File: config.mk
export PLATFORM = sky130hd
export DESIGN_NAME = dmem_mmio
export DESIGN_NICKNAME = d
export VERILOG_FILES = /design/src/rtl/dmem_mmio.sv
export SDC_FILE = /design/constraint.sdc
export NUM_CORES = 2
export LEC_CHECK = 0
export CELL_PAD_IN_SITES_DETAIL_PLACEMENT = 0
export CELL_PAD_IN_SITES_GLOBAL_PLACEMENT = 2
export CORE_ASPECT_RATIO = 1.5
export CORE_MARGIN = 2
export CORE_UTILIZATION = 51
export CTS_CLUSTER_SIZE = 20
export DETAILED_ROUTE_END_ITERATION = 12
export GPL_TIMING_DRIVEN = 0
export PLACE_DENSITY_LB_ADDON = 0.1
export SLEW_MARGIN = 20
export SYNTH_ARGS = -nofsm -noshare
export SYNTH_HDL_FRONTEND = slang
export SYNTH_SLANG_ARGS = --single-unit
File: constraint.sdc
create_clock -name clk -period 4 [get_ports clk]
set_input_delay 0.6 -clock clk [delete_from_list [all_inputs] [get_ports clk]]
set_output_delay 0.6 -clock clk [all_outputs]
set_load 0.01 [all_outputs]
File: src/rtl/dmem_mmio.sv
`default_nettype none
// ============================================================================
// Module   : dmem_mmio
// Desc     : Zero-latency data RAM with memory-mapped 8N1 UART transmitter and
//            optional timer/compare interrupt (define DMEM_MMIO_TIMER_EN).
// Revision : 1.0 - initial release
// ============================================================================
module dmem_mmio #(
    parameter int DEPTH_WORDS = 64,
    parameter int CLK_DIV     = 16
) (
    input  logic        clk,
    input  logic        rst,
    input  logic [31:0] addr,
    input  logic [31:0] wdata,
    input  logic        mem_write,
    output logic [31:0] read_data,
    output logic        uart_tx,
    output logic        irq
);
    localparam int AW = $clog2(DEPTH_WORDS);
    localparam int DW = $clog2(CLK_DIV);

    // Word addresses (byte address >> 2) of the peripheral registers
    localparam logic [29:0] c_UART_DATA = 30'h3FFF_C000;
    localparam logic [29:0] c_UART_STAT = 30'h3FFF_C001;
    localparam logic [29:0] c_TMR_COUNT = 30'h3FFF_C002;
    localparam logic [29:0] c_TMR_CMP   = 30'h3FFF_C003;

    typedef enum logic [1:0] {
        S_IDLE  = 2'd0,
        S_START = 2'd1,
        S_DATA  = 2'd2,
        S_STOP  = 2'd3
    } uart_state_t;

    logic [31:0]   r_mem [DEPTH_WORDS];
    logic [AW-1:0] w_ram_idx;
    logic          w_is_ram;
    logic          w_sel_udata;
    logic          w_sel_ustat;
    logic          w_unused;

    uart_state_t   r_state, w_state_next;
    logic [DW-1:0] r_div, w_div_next;
    logic [2:0]    r_bit, w_bit_next;
    logic [7:0]    r_byte, w_byte_next;
    logic          r_overrun, w_overrun_next;
    logic          w_busy;
    logic          w_div_end;
    logic          w_uart_wr;

    assign w_is_ram    = (addr[31:28] == 4'h0);
    assign w_ram_idx   = addr[AW+1:2];
    assign w_sel_udata = (addr[31:2] == c_UART_DATA);
    assign w_sel_ustat = (addr[31:2] == c_UART_STAT);
    assign w_unused    = ^{addr[1:0], wdata};

    // RAM is deliberately outside reset so contents survive a core reset
    always_ff @(posedge clk) begin
        if (mem_write && w_is_ram) begin
            r_mem[w_ram_idx] <= wdata;
        end
    end

    assign w_busy    = (r_state != S_IDLE);
    assign w_div_end = (r_div == DW'(CLK_DIV - 1));
    assign w_uart_wr = mem_write && w_sel_udata;

    always_comb begin
        w_state_next = r_state;
        w_div_next   = r_div;
        w_bit_next   = r_bit;
        w_byte_next  = r_byte;
        case (r_state)
            S_IDLE: begin
                if (w_uart_wr) begin
                    w_state_next = S_START;
                    w_div_next   = '0;
                    w_byte_next  = wdata[7:0];
                end
            end
            S_START: begin
                if (w_div_end) begin
                    w_state_next = S_DATA;
                    w_div_next   = '0;
                    w_bit_next   = 3'd0;
                end else begin
                    w_div_next = r_div + 1'b1;
                end
            end
            S_DATA: begin
                if (w_div_end) begin
                    w_div_next = '0;
                    if (r_bit == 3'd7) begin
                        w_state_next = S_STOP;
                    end else begin
                        w_bit_next = r_bit + 3'd1;
                    end
                end else begin
                    w_div_next = r_div + 1'b1;
                end
            end
            S_STOP: begin
                if (w_div_end) begin
                    w_state_next = S_IDLE;
                    w_div_next   = '0;
                end else begin
                    w_div_next = r_div + 1'b1;
                end
            end
            default: w_state_next = S_IDLE;
        endcase

        // A dropped byte must stay flagged even if STAT is cleared this cycle
        w_overrun_next = r_overrun;
        if (w_uart_wr && w_busy) begin
            w_overrun_next = 1'b1;
        end else if (mem_write && w_sel_ustat) begin
            w_overrun_next = 1'b0;
        end
    end

    always_ff @(posedge clk) begin
        if (!rst) begin
            r_state   <= S_IDLE;
            r_div     <= '0;
            r_bit     <= 3'd0;
            r_byte    <= 8'd0;
            r_overrun <= 1'b0;
        end else begin
            r_state   <= w_state_next;
            r_div     <= w_div_next;
            r_bit     <= w_bit_next;
            r_byte    <= w_byte_next;
            r_overrun <= w_overrun_next;
        end
    end

    always_comb begin
        case (r_state)
            S_START: uart_tx = 1'b0;
            S_DATA:  uart_tx = r_byte[r_bit];
            default: uart_tx = 1'b1;
        endcase
    end

`ifdef DMEM_MMIO_TIMER_EN
    logic [31:0] r_count;
    logic [31:0] r_cmp;
    logic        r_irq;
    logic        w_sel_tcount;
    logic        w_sel_tcmp;

    assign w_sel_tcount = (addr[31:2] == c_TMR_COUNT);
    assign w_sel_tcmp   = (addr[31:2] == c_TMR_CMP);

    always_ff @(posedge clk) begin
        if (!rst) begin
            r_count <= 32'd0;
            r_cmp   <= 32'hFFFF_FFFF;
            r_irq   <= 1'b0;
        end else begin
            r_count <= (mem_write && w_sel_tcount) ? wdata : r_count + 32'd1;
            if (mem_write && w_sel_tcmp) begin
                r_cmp <= wdata;
                r_irq <= 1'b0;
            end else if (r_count == r_cmp) begin
                r_irq <= 1'b1;
            end
        end
    end

    assign irq = r_irq;

    always_comb begin
        read_data = 32'd0;
        if (w_is_ram) begin
            read_data = r_mem[w_ram_idx];
        end else if (w_sel_ustat) begin
            read_data = {30'd0, r_overrun, w_busy};
        end else if (w_sel_tcount) begin
            read_data = r_count;
        end else if (w_sel_tcmp) begin
            read_data = r_cmp;
        end
    end
`else
    logic [29:0] w_unused_tmr;
    assign w_unused_tmr = c_TMR_COUNT ^ c_TMR_CMP;
    assign irq = 1'b0;

    always_comb begin
        read_data = 32'd0;
        if (w_is_ram) begin
            read_data = r_mem[w_ram_idx];
        end else if (w_sel_ustat) begin
            read_data = {30'd0, r_overrun, w_busy};
        end
    end
`endif

endmodule
`default_nettype wire

== After elaboration in Yosys (flattened, before gate mapping) ==
Memory sizes are Yosys's and may differ from the RTL's.
Cells that the tools add are included.

* Flip-flop bits (word level): 18
* RAM bits: 2,048
* Bits of input ports: 67
* Output and inout port bits: 34
* Word-level logic and storage cells: 57
* Memories kept: 1

* $add $sub $neg: 2
* Order comparisons: 1
* Equality and inequality tests: 13
* Multiplexer cells: 22
* Reduce and logical (&&, ||, !) cells: 13

{| class="wikitable"
|+ Memory list
! memory !! words !! bits a word !! rd ports !! clocked after memory_dff !! wr ports !! line !! source
|-
| r_mem || 64 || 32 || 1 || 0 || 1 || 37 || <nowiki>logic [31:0] r_mem [DEPTH_WORDS];</nowiki>
|}

{| class="wikitable"
|+ Operators by type and width
! operator !! count
|-
| 30-bit equality test (second input constant) || 2
|-
| 32-bit two-way mux || 1
|-
| 2-bit two-way mux || 6
|-
| 2-bit != test (second input constant) || 6
|-
| 3-bit two-way mux || 3
|-
| 4-bit two-way mux || 2
|-
| 2-bit one-hot mux with 4 select lines || 1
|-
| 4-bit one-hot mux with 2 select lines || 1
|-
| 3-bit one-hot mux with 2 select lines || 1
|-
| 2-bit nonzero test || 3
|-
| 1-bit two-way mux || 5
|-
| 5-bit AND reduction || 1
|-
| 4-bit by 1-bit adder with 4-bit output (second input constant) || 1
|-
| 2-bit equality test (second input constant) || 2
|-
| 4-bit equality test (second input constant) || 1
|-
| 1-bit logical AND || 4
|-
| 4-bit logical NOT || 1
|-
| 3-bit by 4-bit less-than comparator with 1-bit output (second input constant) || 1
|-
| 4-bit AND reduction || 1
|-
| 3-bit by 1-bit adder with 3-bit output (second input constant) || 1
|-
| 1-bit binary-select mux with 3-bit select || 1
|-
| 3-bit equality test (second input constant) || 1
|-
| 3-bit OR reduction || 1
|-
| 2-bit by 1-bit equality test with 1-bit output (second input constant) || 1
|-
| other kinds (3) || 3
|}

== Longest topological paths before layout ==
* Word-level depth: 4
* Mapped depth: 10
* Mapped depth without buffers: 7

== Worst setup path after synthesis ==
OpenSTA, ideal clock, no wires.

* Path kind: input-to-reg
* From: input port addr[4]
* To: memory r_mem[23][0] (enable)
* Setup time: 421 ps
* Arrival: 3,316 ps
* Required time: 3,579 ps
* Setup slack: 263 ps
* Stages: 7
* Buffers on the path: 4
* Cell sequence: buf_2 > buf_2 > buf_2 > clkbuf_1 > and3_1 > nand3_1 > nor2_1

{| class="wikitable"
|+ RTL lines
! item !! line !! source
|-
| start: declaration || 14 || <nowiki>input logic [31:0] addr,</nowiki>
|-
| end: declaration || 37 ||
|}

No word-level cell before the write port.

== Worst setup path in the final report ==
* From: input port addr[4]
* To: output port read_data[28]

* Cells in the longest elaborated chain, start to end: 2

{| class="wikitable"
|+ Ends and longest elaborated chain
! item !! line !! source
|-
| memory 64 x 32 bit || -- ||
|-
| 32-bit two-way mux || 195 || <nowiki>if (w_is_ram) begin</nowiki>
|-
| end: declaration || 17 || <nowiki>output logic [31:0] read_data,</nowiki>
|}

Every way passes these cells.

==> flow_metrics.tcl <==
set metrics [dict create \
    status "finished, violations left" \
    violations "negative setup slack" \
    cts_buffers 187 \
    crit_chain "buf_6 > buf_8 > buf_6 > buf_12 > buf_12 > mux2i_4 > o22ai_4 > a22oi_2 > o211ai_1 > buf_2" \
    h-tree-depth 4 \
    synth_top_area_share_pct 77.2 \
    clkSlewWorstSetupHoldPaths_ns 0.06 \
    cpPeakStageDelay_ns 0.65 \
    drv_cap 0 \
    cts_sinks 2066 \
    critPathBufInv 6 \
    routed_via_density 6.37 \
    async_flop_share_pct 0 \
    drive_gt1_share_pct 32.3 \
    postRouteAntennaNets 0 \
    cts_buffer_depth 3 \
    nNetsFinal 4003 \
    slew_violations 0 \
    crit_required_ns 3.40 \
    final-hold-violation-count 0 \
    syn-cell-area_sq_um 79700 \
    grt_max_degree 66 \
    synth_edf_count 2048 \
    ys_top_cells_by_count "edfxtp_1, mux4_2, mux2i_1, buf_2, nor2_1" \
    place.gp.congestion 0.959 \
    fmax_mhz 234 \
    cts_tree "built" \
    worst_pin_slew_ns 1.17 \
    crit_arrival_ns 3.67 \
    finalSetupViolCount 5 \
    die-area_sq_um 159000 \
    hold_class "in2reg" \
    first_pass_iters 6 \
    cts_root_buffer "clkbuf_16" \
    skew_ns 0.0144 \
    synth_cells 3534 \
    max_slew_margin_pct 22.1 \
    fin_ws_ns -0.269 \
    core_sq_um 155000 \
    syn2layout_area_growth_pct 17.5 \
    dpl_worst_slack_ns -2.86 \
    synthFlopType "edfxtp_1" \
    period_minus_slack_ns 4.27 \
    crit_family "buffers and inverters" \
    grt_overflow 0 \
    dieHeight_um 488 \
    drc_errors 0 \
    ys_types 51 \
    rows 177 \
    syn_nets 3608 \
    end_kind "output port" \
    num_vias 39100 \
    initial_core_util_pct 51.4 \
    wl_um 227000 \
    numPortBuffers 91 \
    dp_hpwl_um 155000 \
    synth-seq-area-share_pct 77.6 \
    ys_ff_latch 2066 \
    grtUsageTotal_pct 28.9 \
    rsz0062_at_grt "true" \
    drtIter0Drc 4674 \
    power_leakage_nw 29.3 \
    holdWs_ns 0.0631 \
    synthTopCellsByArea "edfxtp_1, mux4_2, mux2i_1, buf_2, a22oi_1" \
    synth_most_common_cell "edfxtp_1" \
    dieWidth_um 327 \
    ir_drop_uv 513 \
    ioPinCount 101 \
    fin_crit_sh_pct 107 \
    critPathKind "in2out" \
    startpoint_type "input port" \
    yosysTopAreaCell "edfxtp_1" \
    antenna_found_initial 8 \
    slowest_stage "a22oi_2" \
    grt_first_pass_wirelength_um 314000 \
    synth_warnings 0 \
    worstSkewPairLatency_ns 0.83 \
    post_drt_wl_per_cell_um 36.9 \
    cp_max_fo 10 \
    avgSynthCellArea_sq_um 22.5 \
    power_density_nw_per_um2 467 \
    grt_pass1_vias 40000 \
]
layout make-up:
class                           count  area (sq um)
Buffer                            199          1800
Antenna cell                        7          17.5
Timing Repair Buffer              208          3330
Tap cell                         2058          2570
Inverter                            5          18.8
Fill cell                       10900         61400
Sequential cell                  2066         61900
Multi-Input combinational cell   1262         18200
Clock buffer                      233          4960
Clock inverter                    103           880
report_power, final:
group	total [mW]	switching [mW]	internal (mW)
Combinational	2.49	1.55	0.941
Sequential	23.8	0.00316	23.8
Clock	17.5	7.80	9.68
cell usage in the layout, fill, tap and decap left out, drive strengths merged, types with 3 or more instances in the layout:
| cell type | n |
|---|---|
| clkinv | 70 |
| ha | 7 |
| nor2b | 41 |
| and3 | 5 |
| o211ai | 58 |
| a21oi | 6 |
| inv | 16 |
| nand3 | 19 |
| mux2i | 177 |
| dfxtp | 18 |
| clkinvlp | 8 |
| a22oi | 65 |
| a211oi | 26 |
| diode | 7 |
| buf | 285 |
| nor2 | 98 |
| dlygate4sd2 | 15 |
| mux2 | 26 |
| dlymetal6s2s | 3 |
| o21ai | 15 |
| and2 | 3 |
| nand2b | 16 |
| nor4 | 4 |
| mux4 | 511 |
| clkbuf | 298 |
| a21boi | 12 |
| nor3 | 3 |
| clkdlybuf4s50 | 29 |
| a32oi | 9 |
| a31oi | 27 |
| bufinv | 14 |
| clkdlybuf4s15 | 8 |
| nand4 | 5 |
| edfxtp | 2048 |
| nand2 | 84 |
| o22ai | 26 |
sequential cells by signal (all words and copies together), names as in the netlist:
name and count:
r_div 4, r_bit 3, r_overrun 1, r_state 2, r_byte 8, r_mem 2048
final timing paths:
kind | start | endpoint | slack, ns | cells past startpoint
setup reg to reg | r_state[0] | r_byte[6] | 1.95 | 8
hold reg to reg | r_bit[2] | r_bit[2] | 0.51 | 2
setup / recovery | addr[4] | read_data[28] | -0.27 | 10
hold / removal | wdata[16] | r_mem[53][16] | 0.06 | 1
cell families after synthesis:
| family | share of synthesized area [%] |
|---|---|
| adders and majority gates | 0.110 |
| other | 0.00471 |
| and+or+nand+nor | 1.69 |
| muxes | 17.0 |
| buffers and inverters | 1.28 |
| AOI/OAI and AO/OA | 2.26 |
| DFF | 77.6 |
layer usage:
layer	vias to the layer above	GRT usage, %	wire [um]
li1	15800	-	-
met1	21200	37.4	85200
met2	1704	49.2	116000
met3	359	4.39	14700
met4	6	12.0	10800
met5	-	0	37
stage by stage:
step	cells	area [sq um]	power [mW]	util [%]	setup TNS [ns]
floorplan	3534	79700	25.4	-	0
global placement	5683	83200	26.5	53.7	-5556.32
detailed placement	5788	86000	26.5	55.5	-1830.14
CTS	6131	93500	44.0	60.3	-0.225
global route	6135	93700	44.8	60.4	-0.672
finish	6141	93700	43.8	60.4	-0.549
repair_timing:
| action | CTS | global route |
|---|---|---|
| setup endpoints to repair | 961 | 20 |
| endpoints found under the hold margin | 4 | 0 |
| gates resized for setup | 465 | 29 |
| cloned | 1 | 0 |
| pin swaps | 43 | 14 |
| hold buffers | 1 | 0 |
| buffers inserted | 7 | 3 |
(Power assumes the default switching activity.)
